$ cat src/rtl/clk_enable_gen.sv
// Multi-channel clock-enable generator: each channel divides clkIn by a
// runtime-loadable divisor and emits a one-cycle tick plus a square wave.
module clk_enable_gen #(
    parameter int                          NUM_CH   = 2,
    parameter int                          CNT_W    = 24,
    parameter logic [NUM_CH*CNT_W-1:0]     DIV_INIT = {24'd4, 24'd1_000_000}
) (
    input  logic                  clkIn,
    input  logic                  rst,
    input  logic                  en,
    input  logic                  sync,
    input  logic [NUM_CH-1:0]     divLoad,
    input  logic [CNT_W-1:0]      divIn,
    output logic [NUM_CH-1:0]     tick,
    output logic [NUM_CH-1:0]     clkOut
);

    localparam logic [CNT_W-1:0] CNT_ZERO = {CNT_W{1'b0}};
    localparam logic [CNT_W-1:0] CNT_ONE  = {{(CNT_W-1){1'b0}}, 1'b1};

    // A zero divisor is meaningless, so a load strobe carrying zero is dropped.
    logic w_div_in_valid;
    assign w_div_in_valid = (divIn != CNT_ZERO);

    for (genvar g = 0; g < NUM_CH; g++) begin : g_ch
        logic [CNT_W-1:0] r_div;
        logic [CNT_W-1:0] r_cnt;
        logic             r_tick;
        logic             r_clk;

        logic             w_load;
        logic             w_wrap;
        logic [CNT_W-1:0] w_cnt_inc;
        logic [CNT_W-1:0] w_div_nxt;
        logic [CNT_W-1:0] w_cnt_nxt;
        logic             w_tick_nxt;
        logic             w_clk_nxt;

        assign w_load = divLoad[g] && w_div_in_valid;

        // Next-state selection: load/sync restart the phase, en advances it.
        always_comb begin
            w_wrap     = (r_cnt == (r_div - CNT_ONE));
            w_cnt_inc  = w_wrap ? CNT_ZERO : (r_cnt + CNT_ONE);
            w_div_nxt  = r_div;
            w_cnt_nxt  = r_cnt;
            w_tick_nxt = 1'b0;
            w_clk_nxt  = r_clk;
            if (w_load) begin
                w_div_nxt  = divIn;
                w_cnt_nxt  = CNT_ZERO;
                w_tick_nxt = 1'b0;
                w_clk_nxt  = 1'b0;
            end else if (sync) begin
                w_cnt_nxt  = CNT_ZERO;
                w_tick_nxt = 1'b0;
                w_clk_nxt  = 1'b0;
            end else if (en) begin
                w_cnt_nxt  = w_cnt_inc;
                w_tick_nxt = w_wrap;
                // High for the upper ceil(div/2) counts of each period.
                w_clk_nxt  = (w_cnt_inc >= (r_div >> 1));
            end else begin
                w_cnt_nxt  = r_cnt;
                w_tick_nxt = 1'b0;
                w_clk_nxt  = r_clk;
            end
        end

        // Channel state registers with asynchronous reset to the init divisor.
        always_ff @(posedge clkIn or posedge rst) begin
            if (rst) begin
                r_div  <= DIV_INIT[g*CNT_W +: CNT_W];
                r_cnt  <= CNT_ZERO;
                r_tick <= 1'b0;
                r_clk  <= 1'b0;
            end else begin
                r_div  <= w_div_nxt;
                r_cnt  <= w_cnt_nxt;
                r_tick <= w_tick_nxt;
                r_clk  <= w_clk_nxt;
            end
        end

        assign tick[g]   = r_tick;
        assign clkOut[g] = r_clk;
    end

endmodule
$ cat config.mk
export PLATFORM = sky130hd
export DESIGN_NAME = clk_enable_gen
export DESIGN_NICKNAME = d
export VERILOG_FILES = /design/src/rtl/clk_enable_gen.sv
export SDC_FILE = /design/constraint.sdc
export NUM_CORES = 1
export LEC_CHECK = 0
export ABC_AREA = 1
export CORE_MARGIN = 3
export CORE_UTILIZATION = 50
export CTS_BUF_LIST = sky130_fd_sc_hd__clkbuf_4
export DETAILED_ROUTE_END_ITERATION = 7
export PLACE_DENSITY_LB_ADDON = 0.1
export SLEW_MARGIN = 20
export SYNTH_ARGS = -nofsm -noshare
export SYNTH_HDL_FRONTEND = slang
export SYNTH_SLANG_ARGS = --single-unit
$ cat constraint.sdc
create_clock -name clkIn -period 4.07 [get_ports clkIn]
set_input_delay 0.814 -clock clkIn [delete_from_list [all_inputs] [get_ports clkIn]]
set_output_delay 0.814 -clock clkIn [all_outputs]
set_load 0.01 [all_outputs]
==> results.cfg, run 1 <==
[setup_path]
cp_max_fo = 10
crit_path_start_kind = flop
path_class = reg2reg
critical-path-top-delay-family = simple AND/OR/NAND/NOR gates
required_ns = 4.46
crit_buf_inv = 5
cpMaxStageDelayCell = dfrtp_1
rrSetupSlack_ns = 0.32
cp_common_cell = nand2_1
end_kind = flop
arrival_ns = 4.14
max_stage_delay_ns = 0.44

[global_routing]
grt_pass1_vias = 7836
grtUsageTotal = 0.258
grt_first_pass_wirelength_um = 38400
grt_max_degree = 101
grt_overflow = 0
antenna_found_initial = 1

[routing]
drt_iter0_markers = 630
vias_per_cell = 5.24
routed_wl_um = 23300
antenna_left = 0
post_drt_wl_per_cell_um = 14.9
dr.pass1.iters = 6
post-route-drc-count = 0
vias = 8215

[clocking]
cts_root_buf = clkbuf_4
clk_pin_slew_ns = 0.17
cts_tree = done
cts_buffer_depth = 2
htreeDepth = 3
insertion_delay_ns = 0.48
cts_sinks = 100
cts_hold_buf = 0
cts_buffers = 9

[placed_design]
place_area_um2 = 9180
dp_hpwl_um = 18600
numPortBuffers = 33
globalplace.congestion = 0.988
dp.cells = 1548

[floorplanning]
ioPinCount = 34
fp.dieW_um = 137
fp-row-count = 47
initial_core_util = 0.515
die_h_um = 137
core_um2 = 16700
die_area_um2 = 18800

[power]
ir_worst_vdd_mv = 0.169
power.total_uw = 2220
power.leakage_uw = 0.00492
p_per_area_nw_per_um2 = 235

[worst_hold_path]
hold_class = reg2reg

[timing]
setup_viol = 0
rsz0062_at_grt = no
skew_ns = 0.0282
holdWs_ns = 0.507
drv_slew = 0
tns_ns = 0
fin_crit_ns = 3.75
hold_viol = 0
tightestPinTransition_ns = 0.689
clock.fmax_mhz = 267
finalCritPeriodShare = 0.921
max-slew-margin-rel = 0.540

[synthesis]
synth-seq-area-share = 0.292
yosysUniqueCellTypes = 44
syn_area_per_cell_um2 = 6.56
syn-instance-count = 1312
synth_nets = 1392
syn_area_um2 = 8610
synth-seq-cells = 100
synth_warnings = 0

[status]
status = finished, final reports clean

[final_layout]
drive_gt1_frac = 0.0646
area.growth.synth_to_final_pct = 9.75
finalNetCount = 1422
seqCellArea_um2 = 2510
fin_area_um2 = 9450
multi_input_area_um2 = 5140
instances_no_fill = 1569
n_fill_cell = 1696

[run]
max-cap-violations = 0
==> registers in the layout, indices dropped and copies added (netlist names) <==
signal	count
g_ch.r_cnt	48
g_ch.r_div	48
g_ch.r_tick	2
g_ch.r_clk	2
==> power breakdown <==
part | total, µW | switching, µW | internal, µW
clock network | 616 | 359 | 257
registers | 1110 | 70.5 | 1040
logic | 493 | 317 | 176
==> final cells by class <==
| type | count | area share |
|---|---|---|
| antenna | 2 | 0.000530 |
| clock buffer | 10 | 0.00795 |
| clock inverter | 6 | 0.00914 |
| inverter | 221 | 0.0894 |
| multi-input combinational | 958 | 0.544 |
| sequential | 100 | 0.266 |
| tap | 220 | 0.0291 |
| timing repair buffer | 51 | 0.0532 |
| timing repair inverter | 1 | 0.000927 |
==> layer usage <==
layer	part of all wire	routed length (µm)	global-route usage	vias up
met5	0	0	0	-
met4	0.031	712	0.0976	0
met3	0.034	802	0.0299	58
met2	0.48	11200	0.438	192
met1	0.45	10600	0.337	3736
li1	-	-	-	4229
==> layout by cell type (no fill, tap or decap), types with 3 or more instances in the layout <==
cell             netlist  final
nor2_1               123    121
clkdlybuf4s50_1        0     33
nor2_4                15     17
buf_12                 1      3
dfstp_2                8      8
o21ai_1               16     17
nor3_1                26     25
nand4_1               38     38
nand2_1              379    378
nor4_1                12     12
ha_1                  50     48
clkbuf_4               0     10
nand3_1               75     75
dfrtp_1               92     92
nor2_2                 6      6
inv_1                215    213
o22ai_1               16     16
nand3b_1               3      3
a21oi_1               29     29
inv_2                  4      5
buf_4                  6     15
nand2_2                4      3
xor2_1                49     49
xnor2_1               22     22
o21ai_0               74     73
==> path summary, 6_finish.rpt <==
| kind | startpoint | to | cells past startpoint |
|---|---|---|---|
| setup / recovery | g_ch[1].r_div[0] | g_ch[1].r_clk | 32 |
| hold / removal | g_ch[1].r_clk | g_ch[1].r_clk | 2 |
| setup reg to reg | g_ch[1].r_div[0] | g_ch[1].r_clk | 32 |
| hold reg to reg | g_ch[1].r_clk | g_ch[1].r_clk | 2 |
| max in group asynchronous | rst | g_ch[0].r_cnt[9] | 3 |
| min in group asynchronous | rst | g_ch[0].r_tick | 3 |
==> synthesized netlist by cell type (all sizes together) <==
master | instances | area (µm²)
nand2 | 383 | 1450
inv | 220 | 828
nor2 | 144 | 668
dfrtp | 92 | 2300
o21ai | 90 | 450
nand3 | 78 | 413
ha | 50 | 626
xor2 | 49 | 429
nand4 | 38 | 238
a21oi | 29 | 145
nor3 | 29 | 173
clkbuf | 22 | 82.6
xnor2 | 22 | 193
o22ai | 16 | 100
nor4 | 12 | 75.1
buf | 11 | 88.8
dfstp | 8 | 210
nand3b | 3 | 22.5
a211oi | 2 | 15.0
a21o | 2 | 15.0
a31oi | 2 | 12.5
nor3b | 2 | 15.0
a221oi | 1 | 8.76
and3 | 1 | 6.26
clkinv | 1 | 3.75
nor4b | 1 | 8.76
o2111ai | 1 | 8.76
o211ai | 1 | 7.51
o31ai | 1 | 7.51
or2 | 1 | 6.26
==> logic make-up (layout without fill, tap and decap cells) <==
family | Yosys count | in the layout | synth area share
AND/OR/NAND/NOR | 692 | 692 | 0.357
buffers and inverters | 254 | 289 | 0.117
AO/OA/AOI/OAI | 145 | 145 | 0.0895
flip-flops | 100 | 100 | 0.292
XOR/XNOR | 71 | 71 | 0.0722
adder cells (fa/ha/maj) | 50 | 50 | 0.0727
other | 0 | 2 | 0
==> worst min-delay path: stages (launching register included) <==
cell     delay, ns
dfrtp_1       0.37
nand2_1       0.05
nand2_1       0.06
==> metrics by stage <==
| step | utilization | worst slack (ns) |
|---|---|---|
| floorplan | - | 0.650 |
| global placement | 0.549 | 0.162 |
| detailed placement | 0.549 | 0.135 |
| CTS | 0.559 | 0.103 |
| global route | 0.566 | 0.0157 |
| finish | 0.566 | 0.322 |
==> timing repair <==
item                       CTS  global route
setup buffers                0             2
hold endpoints to repair     0             0
gates resized for setup      0            16
setup endpoints to repair    0             2
Note: power is estimated with default switching activity, not from simulation.
==> run 2: changes to the inputs <==
--- a/config.mk
+++ b/config.mk
@@ -7,11 +7,11 @@
 export LEC_CHECK = 0
 export ABC_AREA = 1
 export CORE_MARGIN = 3
-export CORE_UTILIZATION = 50
+export CORE_UTILIZATION = 45
 export CTS_BUF_LIST = sky130_fd_sc_hd__clkbuf_4
 export DETAILED_ROUTE_END_ITERATION = 7
 export PLACE_DENSITY_LB_ADDON = 0.1
-export SLEW_MARGIN = 20
+export SLEW_MARGIN = 0
 export SYNTH_ARGS = -nofsm -noshare
 export SYNTH_HDL_FRONTEND = slang
 export SYNTH_SLANG_ARGS = --single-unit
==> constraint.sdc (replaced) <==
create_clock -name clkIn -period 3 [get_ports clkIn]
set_input_delay 0.6 -clock clkIn [delete_from_list [all_inputs] [get_ports clkIn]]
set_output_delay 0.6 -clock clkIn [all_outputs]
set_load 0.01 [all_outputs]
==> run 2 against run 1 <==
  * The flow now finishes with violations (negative setup slack)
  * Sequential power increased by 34%
  * Sequential cell count is the same
  * Sequential share of layout area fell by 5.4 points
  * Core utilization up 8.1 points
  * Worst hold slack got worse by 0.095 ns
  * First-iteration DRC count down 10%
  * Non-clock buffer count up 278
  * Clock-buffer cell count decreased by 1
  * Critical endpoint is now g_ch[0].r_clk
==> results.cfg, run 2 (same netlist as run 1, synthesis figures left out) <==
[setup_path]
required_ns = 3.41
crit_path_start_kind = flop
cp_common_cell = nand2_1
cpMaxStageDelayCell = dfrtp_2
end_kind = flop
max_stage_delay_ns = 0.48
cp_max_fo = 8
path_class = reg2reg
arrival_ns = 3.91

[clocking]
cts_tree = done
insertion_delay_ns = 0.52
htreeDepth = 3
clk_pin_slew_ns = 0.21
cts_sinks = 100
cts_root_buf = clkbuf_4
cts_buffers = 9
cts_hold_buf = 0
cts_buffer_depth = 2

[floorplanning]
fp.dieW_um = 144
ioPinCount = 34
die_h_um = 144
die_area_um2 = 20800
core_um2 = 18400
initial_core_util = 0.468
fp-row-count = 49

[routing]
drt_iter0_markers = 566
post-route-drc-count = 0
vias = 9344
routed_wl_um = 27200
antenna_left = 0
dr.pass1.iters = 4
vias_per_cell = 5.03
post_drt_wl_per_cell_um = 14.6

[final_layout]
fin_util = 0.646
area.growth.synth_to_final_pct = 38.1
drive_gt1_frac = 0.258
fin_area_um2 = 11900
final_cell_mix = nand2_1, buf_4, inv_1
reg_top3 = g_ch.r_cnt x48, g_ch.r_div x48
mostFrequentLayoutCell = nand2_1
finalNetCount = 1701

[timing]
fin_crit_ns = 3.50
finalCritPeriodShare = 1.17
tightestPinTransition_ns = 0.464
tns_ns = -0.804
setup_ws_ns = -0.497
hold_viol = 0
clock.fmax_mhz = 286
rsz0062_at_grt = yes
drv_slew = 0
skew_ns = 0.0337
max-slew-margin-rel = 0.687
setup_viol = 2

[global_routing]
grt_pass1_vias = 9173
grtUsageTotal = 0.269
grt_overflow = 0
grt_first_pass_wirelength_um = 44700
antenna_found_initial = 1
grt_max_degree = 33

[power]
power.total_uw = 3340
p_sw_frac = 0.365
ir_worst_vdd_mv = 0.208
clkPwrFrac = 0.240
p_per_area_nw_per_um2 = 281
power.internal_uw = 2120
power.leakage_uw = 0.00632
seqPwrFrac = 0.447
power_switching_uw = 1220
power_frac_comb = 0.313

[status]
status = complete, but fails checks
violations = negative setup slack

[worst_hold_path]
hold_class = in2async

[placed_design]
place_area_um2 = 11300
globalplace.congestion = 0.950
numPortBuffers = 33
dp_hpwl_um = 21800

[run]
max-cap-violations = 0
run 2: cell count changes in the layout (fill, tap and decap cells not counted), moves of 5 or more:
cell	before	now
buf_4	15	285
nand2_1	378	365
nor2_1	121	108
nand2_2	3	14
ha_4	0	9
nor2_2	6	14
ha_1	48	41
nand3_1	75	69
buf_6	0	5
nor2_4	17	22
run 2: repair_timing:
action	CTS	global route
resized for setup	35	37
gates cloned	2	0
setup buffers	8	8
setup endpoints to repair	2	2
pin swaps	16	34
run 2: final cells by class:
type / count / area (µm²)
fillers: 1710 / 6510
multi-input cells: 959 / 5440
repair buffers: 329 / 2650
flip-flops and latches: 100 / 2520
inverters: 221 / 838
well taps: 229 / 287
clock inverters: 7 / 81.3
clock buffers: 9 / 67.6
repair inverters: 1 / 6.26
diodes: 1 / 2.50
run 2: worst paths after layout:
check / from / endpoint / slack (ns) / cells after the start
worst min register to register: g_ch[0].r_clk / g_ch[0].r_clk / 0.51 / 2
worst min-delay path: rst / g_ch[1].r_div[1] / 0.41 / 2
worst max register to register: g_ch[0].r_div[1] / g_ch[0].r_clk / -0.50 / 33
worst max-delay path: g_ch[0].r_div[1] / g_ch[0].r_clk / -0.50 / 33
min in group clkIn: g_ch[0].r_clk / g_ch[0].r_clk / 0.51 / 2
max in group asynchronous: rst / g_ch[1].r_div[3] / 1.94 / 3
run 2: worst max-delay path, delay by kind of cell (launching register included):
kind,cells,cell delay (ns)
buffers and inverters,4,0.33
flip-flops,1,0.48
AND/OR/NAND/NOR,27,2.16
adder cells (fa/ha/maj),2,0.41
run 2: layer usage:
layer  vias up  track usage  share of wire
li1       4791            -              -
met1      4301        0.346           0.44
met2       194        0.467           0.49
met3        58       0.0311          0.029
met4         0       0.0957          0.037
met5         -            0              0
run 2: power by group through the flow:
stage	logic (µW)	clock network (µW)	registers [µW]
4_1_cts	1020	822	1490
5_1_grt	1170	876	1500
3_3_place_gp	971	0	1510
6_report	1040	799	1490
2_1_floorplan	496	0	1500
3_5_place_dp	987	0	1510
run 2: stage by stage:
| step | hold WS, ns | setup WS (ns) | std cells |
|---|---|---|---|
| 2_1_floorplan | 0.450 | -0.0520 | 1312 |
| 3_3_place_gp | 0.468 | -0.626 | 1821 |
| 3_5_place_dp | 0.471 | -0.676 | 1821 |
| 4_1_cts | 0.396 | -0.390 | 1847 |
| 5_1_grt | 0.408 | -0.783 | 1856 |
| 6_report | 0.412 | -0.497 | 1856 |
